$ cat config.mk
export PLATFORM = sky130hd
export DESIGN_NAME = fetch_unit
export DESIGN_NICKNAME = d
export VERILOG_FILES = /design/src/rtl/fetch_unit.sv
export SDC_FILE = /design/constraint.sdc
export NUM_CORES = 1
export LEC_CHECK = 0
export BUFFER_PORTS_ARGS = -buffer_cell sky130_fd_sc_hd__buf_4
export CAP_MARGIN = 10
export CORE_ASPECT_RATIO = 1.1
export CORE_UTILIZATION = 40
export CTS_CLUSTER_SIZE = 20
export DETAILED_ROUTE_END_ITERATION = 8
export HOLD_SLACK_MARGIN = 0.1
export PLACE_DENSITY = 0.75
export REMOVE_ABC_BUFFERS = 1
export SLEW_MARGIN = 30
export SYNTH_ARGS = -nofsm -noshare
export SYNTH_HDL_FRONTEND = slang
export SYNTH_SLANG_ARGS = --single-unit
$ cat constraint.sdc
create_clock -name clk -period 3.52 [get_ports clk]
set_input_delay 0.176 -clock clk [delete_from_list [all_inputs] [get_ports clk]]
set_output_delay 0.176 -clock clk [all_outputs]
set_load 0.01 [all_outputs]
$ cat src/rtl/fetch_unit.sv
// Instruction fetch stage: PC and fetch request sequencing, instruction latch and
// field split for the control decoder, with stall, redirect and HALT handling.
module fetch_unit #(
    parameter int PC_W    = 8,
    parameter int INSTR_W = 9
) (
    input  logic               clk,
    input  logic               reset,
    input  logic               start,
    output logic               imem_req,
    output logic [PC_W-1:0]    imem_addr,
    input  logic               imem_valid,
    input  logic [INSTR_W-1:0] imem_data,
    input  logic               stall,
    input  logic               redirect_valid,
    input  logic [PC_W-1:0]    redirect_pc,
    output logic               instr_valid,
    output logic [3:0]         opcode,
    output logic [1:0]         format,
    output logic               imm_flag,
    output logic [1:0]         operand,
    output logic [PC_W-1:0]    pc_out,
    output logic               halted
);

    typedef enum logic [1:0] {IDLE, FETCH, ISSUE, HALTED} state_t;

    localparam logic [3:0] OP_HALT = 4'b1110;

    state_t             state_reg;
    logic [PC_W-1:0]    pc_reg;
    logic [INSTR_W-1:0] ir_reg;
    logic [PC_W-1:0]    pc_out_reg;
    logic               imem_req_reg;
    logic               instr_valid_reg;
    logic               halted_reg;

    always_ff @(posedge clk) begin
        if (reset) begin
            state_reg       <= IDLE;
            pc_reg          <= '0;
            ir_reg          <= '0;
            pc_out_reg      <= '0;
            imem_req_reg    <= 1'b0;
            instr_valid_reg <= 1'b0;
            halted_reg      <= 1'b0;
        end else begin
            case (state_reg)
                IDLE: begin
                    if (start) begin
                        pc_reg       <= '0;
                        imem_req_reg <= 1'b1;
                        state_reg    <= FETCH;
                    end
                end
                FETCH: begin
                    if (imem_valid) begin
                        ir_reg          <= imem_data;
                        pc_out_reg      <= pc_reg;
                        imem_req_reg    <= 1'b0;
                        instr_valid_reg <= 1'b1;
                        state_reg       <= ISSUE;
                    end
                end
                ISSUE: begin
                    // A stalled instruction holds everything, including any redirect.
                    if (!stall) begin
                        instr_valid_reg <= 1'b0;
                        if (ir_reg[8:5] == OP_HALT) begin
                            halted_reg <= 1'b1;
                            state_reg  <= HALTED;
                        end else begin
                            pc_reg       <= redirect_valid ? redirect_pc : pc_reg + 1'b1;
                            imem_req_reg <= 1'b1;
                            state_reg    <= FETCH;
                        end
                    end
                end
                default: begin
                    // HALTED is terminal until reset.
                    state_reg <= HALTED;
                end
            endcase
        end
    end

    assign imem_req    = imem_req_reg;
    assign imem_addr   = pc_reg;
    assign instr_valid = instr_valid_reg;
    assign opcode      = ir_reg[8:5];
    assign format      = ir_reg[4:3];
    assign imm_flag    = ir_reg[2];
    assign operand     = ir_reg[1:0];
    assign pc_out      = pc_out_reg;
    assign halted      = halted_reg;

endmodule

==> results of run 1 <==
[per-stage QoR]
| step | total power, mW | instance area (um^2) | hold slack (ns) |
|---|---|---|---|
| floorplan | 0.416 | 1320 | 0.242 |
| global placement | 0.468 | 1740 | 0.425 |
| detailed placement | 0.469 | 1740 | 0.434 |
| CTS | 0.696 | 1900 | 0.141 |
| global route | 0.723 | 1900 | 0.152 |
| finish | 0.691 | 1900 | 0.148 |
[layer usage]
layer | global-route usage [%] | up-vias | share of wire (%)
met5 | 0 | - | 0
met4 | 8.33 | 0 | 1.7
met3 | 5.95 | 6 | 6.8
met2 | 31.5 | 47 | 46
met1 | 24.5 | 605 | 45
li1 | - | 702 | -
[layout make-up]
cell class                      count  area (um^2)  area share (%)
Clock inverter                      2         12.5           0.659
Inverter                            2         7.51           0.395
Tap cell                           34         42.5            2.24
Sequential cell                    30          601            31.6
Multi-Input combinational cell    124          709            37.4
Clock buffer                        6         51.3            2.70
Timing Repair Buffer               60          475            25.0
[cell usage in the layout, fill, tap and decap left out, types with 3 or more instances in the layout]
cell type	instances
a21oi_1	25
and3_1	3
buf_4	50
clkbuf_4	5
dfxtp_1	30
dlygate4sd3_1	10
nand2_1	46
nand3_1	5
nor2_1	4
o31ai_1	4
[worst min-delay path by stage]
stage          depth (start not counted)  slack, ns            from      endpoint
2_1_floorplan                          1       0.24           reset  imem_addr[2]
3_3_place_gp                           3       0.42    imem_data[6]     ir_reg[6]
6_report                               5       0.15  redirect_pc[3]  imem_addr[3]
4_1_cts                                5       0.14  redirect_pc[3]  imem_addr[3]
3_5_place_dp                           3       0.43    imem_data[6]     ir_reg[6]
5_1_grt                                4       0.15  redirect_pc[7]  imem_addr[7]
[power breakdown]
part | internal, mW | switching, mW
clock | 0.0959 | 0.125
combinational | 0.0556 | 0.0499
sequential | 0.351 | 0.0138
total | 0.502 | 0.189
[worst max-delay path, delay by kind of cell (launching register included)]
family / cells / cell delay, ns
compound gates: 1 / 0.10
flops: 1 / 0.56
simple gates: 3 / 0.96
[cell families (layout without fill, tap and decap cells)]
| family | Yosys count | count (layout) | synth area share (%) |
|---|---|---|---|
| fa+ha+maj | 1 | 1 | 0.913 |
| compound gates | 48 | 48 | 22.7 |
| flops | 30 | 30 | 43.8 |
| buf+inv | 13 | 70 | 4.38 |
| xor+xnor | 1 | 1 | 0.639 |
| simple gates | 73 | 73 | 26.7 |
| mux | 1 | 1 | 0.822 |
==> reports/metrics.csv, run 1 <==
metric,value,unit
cp-startpoint,state_reg[1],
io_buffers,50,
reg2reg_depth,4,
syn_area_per_cell,8.20,um^2
reg2reg_slack,1.85,ns
setup_tns,0,ns
ir_drop,0.307,mV
critPathArrivalTime,1.95,ns
worst_slack,1.85,ns
critPathSlowestCell,dfxtp_1,
fmax,0.598,GHz
core_area,3150,um^2
areaGrowthSynthToFinish,38.6,%
clkLatencyLatePin,0.33,ns
clock_skew,0.00761,ns
cts_tree,done,
layout-drive-gt1-share,31.7,%
synth_seq_cells,30,
crit_fanout,12,
via_per_inst,5.27,
final_nets,247,
grtUsageTotal,19.8,%
yosysWarnings,0,
critical-path-max-stage-delay,0.56,ns
h-tree-depth,2,
period_share,47.5,%
cts_made_buffers,5,
ys_seq_area_share,43.8,%
clk_pin_slew,0.10,ns
rows,21,
slew_viol_final,0,
min_period,1.67,ns
critPathKind,reg -> reg,
cts_resized,0,
grt_start_max_net_pins,29,
rsz0062_at_grt,no,
io_pins,51,
dr.pass1.iters,6,
clock_sinks,30,
yosysUniqueCellTypes,39,
slew-limit-headroom,52.9,%
cap_viol_max_count,0,
die_area,3660,um^2
routabilityCongestion,0.806,
synthArstFlopShare,0,%
endpoint,imem_addr[5],
violations,DRC,
synth_common_cells,"nand2_1 (46), dfxtp_1 (30), a21oi_1 (25)",
grt_pass1_vias,1225,
finalHoldViolCount,0,
p_leak,0.799,nW
yosysTopAreaCell,dfxtp_1,
r2r-start,state_reg[1],
fin_cells,258,
largest_reg_flops,9,
synth_top_area_share,43.8,%
wire_per_inst,13.1,um
synth_edf_count,0,
dp_cells,240,
tightest_slew,0.706,ns
endpoint_kind,flip-flop,
synth_flop_cell,dfxtp_1,
start_util,43.5,%
status,"complete, but fails checks",
startpoint_type,flip-flop,
hold_buffers,10,
antenna_found_initial,0,
drc,3,
synthMostInstantiatedCell,nand2_1,
worstPathRequired,3.80,ns
cts.path.max_buffers,2,
p_per_area,364,nW/um^2
clock-root-buffer,clkbuf_4,
drt_iter0_drc,66,
finalSetupViolCount,0,
worstReg2RegEnd,imem_addr[5],
vias,1360,
place_hpwl,2.29,mm
drtAntennaViolNets,0,
syn_area,1370,um^2
grt_pass1_wl,5.67,mm
syn_inst,167,
antenna_cells,0,
cp_cell_sequence,or3b_4 > nor3_2 > and3_1 > a221o_1,
ys_top_cells_by_area,"dfxtp_1 (44%), nand2_1 (13%), a21oi_1 (9.1%), buf_2 (2.2%), o31ai_1 (2.2%)",
fillers,301,
hp-class,in -> reg,
die_x,57.8,um
cts_setup_buffers,0,
wl,3.37,mm
dp_worst_setup_slack,1.88,ns
grt-ovfl-total,0,
postLayoutCoreUtil,60.2,%
die_height,63.4,um
No activity file was read; power rests on OpenSTA's default activity.
==> run 2, diff against run 1 <==
==> constraint.sdc (replaced) <==
create_clock -name clk -period 1.6 [get_ports clk]
set_input_delay 0.08 -clock clk [delete_from_list [all_inputs] [get_ports clk]]
set_output_delay 0.08 -clock clk [all_outputs]
set_load 0.01 [all_outputs]
==> reports/metrics.csv, run 2 (same netlist as run 1, synthesis figures left out) <==
metric,value,unit,change
status,"complete, but fails checks",,
violations,DRC,,
cap_viol_max_count,0,,unchanged
grtUsageTotal,21.2,%,+1.4 points
slew-limit-headroom,74.7,%,+22 points
core_area,3150,um^2,unchanged
critPathArrivalTime,1.77,ns,-0.18 ns
antenna_found_initial,0,,unchanged
period_share,96.8,%,+49 points
clock_sinks,30,,unchanged
finalHoldViolCount,0,,unchanged
cts_tree,done,,
via_per_inst,5.25,,-0.47%
p_per_area,815,nW/um^2,+120%
areaGrowthSynthToFinish,52.0,%,
p_leak,0.908,nW,+14%
finalSetupViolCount,0,,unchanged
crit_fanout,6,,-6
endpoint_kind,flip-flop,,
rsz0062_at_grt,yes,,
final_common_cell,buf_4,,
grt_pass1_wl,5.88,mm,+3.7%
wl,3.69,mm,+9.5%
slew_viol_final,0,,unchanged
whs,0.116,ns,-0.0318 ns
min_period,1.55,ns,-0.122 ns
clkLatencyLatePin,0.33,ns,about the same
routabilityCongestion,0.806,,unchanged
clock_skew,0.0124,ns,+0.00482 ns
placedInstanceArea,1800,um^2,+3.5%
final_nets,266,,+7.7%
fmax,0.646,GHz,+7.9%
largest_reg_flops,9,,unchanged
total_power,1.70,mW,+150%
place_hpwl,2.35,mm,+2.5%
cts.path.max_buffers,2,,unchanged
clock-root-buffer,clkbuf_4,,
finalInstanceArea,2080,um^2,+9.6%
start_util,43.5,%,unchanged
grt_pass1_vias,1284,,+4.8%
die_area,3660,um^2,unchanged
wire_per_inst,13.4,um,+2.3%
h-tree-depth,2,,unchanged
cts_made_buffers,5,,unchanged
die_height,63.4,um,unchanged
dr.pass1.iters,6,,unchanged
grt-ovfl-total,0,,unchanged
vias,1448,,+6.5%
worstPathRequired,1.82,ns,-1.98 ns
layout_common_cells,"buf_4 (63), nand2_1 (46), dfxtp_1 (28)",,
die_x,57.8,um,unchanged
critPathKind,reg -> reg,,
grt_start_max_net_pins,29,,unchanged
rows,21,,unchanged
drc,3,,unchanged
io_pins,51,,unchanged
ir_drop,0.576,mV,+88%
startpoint_type,flip-flop,,
layout-drive-gt1-share,35.1,%,+3.4 points
hp-class,in -> reg,,
drt_iter0_drc,55,,-17%
drtAntennaViolNets,0,,unchanged
io_buffers,50,,unchanged
tightest_slew,0.379,ns,-0.327 ns
antenna_cells,0,,unchanged
clk_pin_slew,0.10,ns,about the same
run 2: cell count changes in the layout (fill, tap and decap cells not counted):
cell / previous run / this run
clkinv_2: 1 / 0
clkinvlp_4: 1 / 0
dlymetal6s4s_1: 0 / 1
dfxtp_2: 0 / 1
dfxtp_4: 0 / 1
buf_4: 50 / 63
dfxtp_1: 30 / 28
bufinv_16: 0 / 1
dlygate4sd3_1: 10 / 15
run 2: final timing paths:
kind / cells past startpoint / startpoint / endpoint / slack (ns)
worst max register to register: 6 / state_reg[0] / imem_addr[7] / 0.05
worst max-delay path: 6 / state_reg[0] / imem_addr[7] / 0.05
worst min-delay path: 2 / reset / imem_addr[0] / 0.12
worst min register to register: 2 / pc_out[3] / pc_out[3] / 0.46
run 2: worst max-delay path, cell delays in order, from the launching register on:
cell	delay, ns
dfxtp_4	0.38
buf_4	0.14
nor3b_2	0.26
a211oi_1	0.13
buf_4	0.17
a21o_1	0.15
a22o_1	0.21
run 2: timing repair:
| action | 4_1_cts | 5_1_grt |
|---|---|---|
| hold buffers | 16 | 0 |
| hold endpoints to repair | 16 | 0 |
| setup endpoints to repair | 0 | 2 |
| setup buffers | 0 | 6 |
| gates resized for setup | 0 | 4 |
run 2: stage by stage:
stage	setup TNS (ns)	util [%]	std cells	setup WS [ns]
final	0	66.0	276	0.0508
after global routing	-0.0423	66.0	276	-0.0422
after CTS	0	64.6	271	0.0734
after detailed placement	0	56.9	248	0.118
after global placement	0	56.9	248	0.154
after floorplan	0	-	156	0.118
run 2: cell type report:
cell class	count	area (um^2)
Fill cell	279	1070
Multi-Input combinational cell	124	709
Timing Repair Buffer	79	636
Sequential cell	30	606
Clock buffer	6	51.3
Tap cell	34	42.5
Clock inverter	1	30.0
Inverter	2	7.51
run 2: where the power goes:
group          internal [mW]  total [mW]  switching [mW]
clock network          0.364       0.620           0.257
logic                  0.154       0.282           0.128
registers              0.772       0.795          0.0223
run 2: metal layers:
layer  vias to the layer above  GRT usage, %  routed length (um)  part of all wire, %
met5                         -             0                   0                    0
met4                         0          10.1                  55                  1.5
met3                         7          6.57                 216                  5.8
met2                        47          33.2                1830                   50
met1                       660          26.0                1590                   43
li1                        734             -                   -                    -
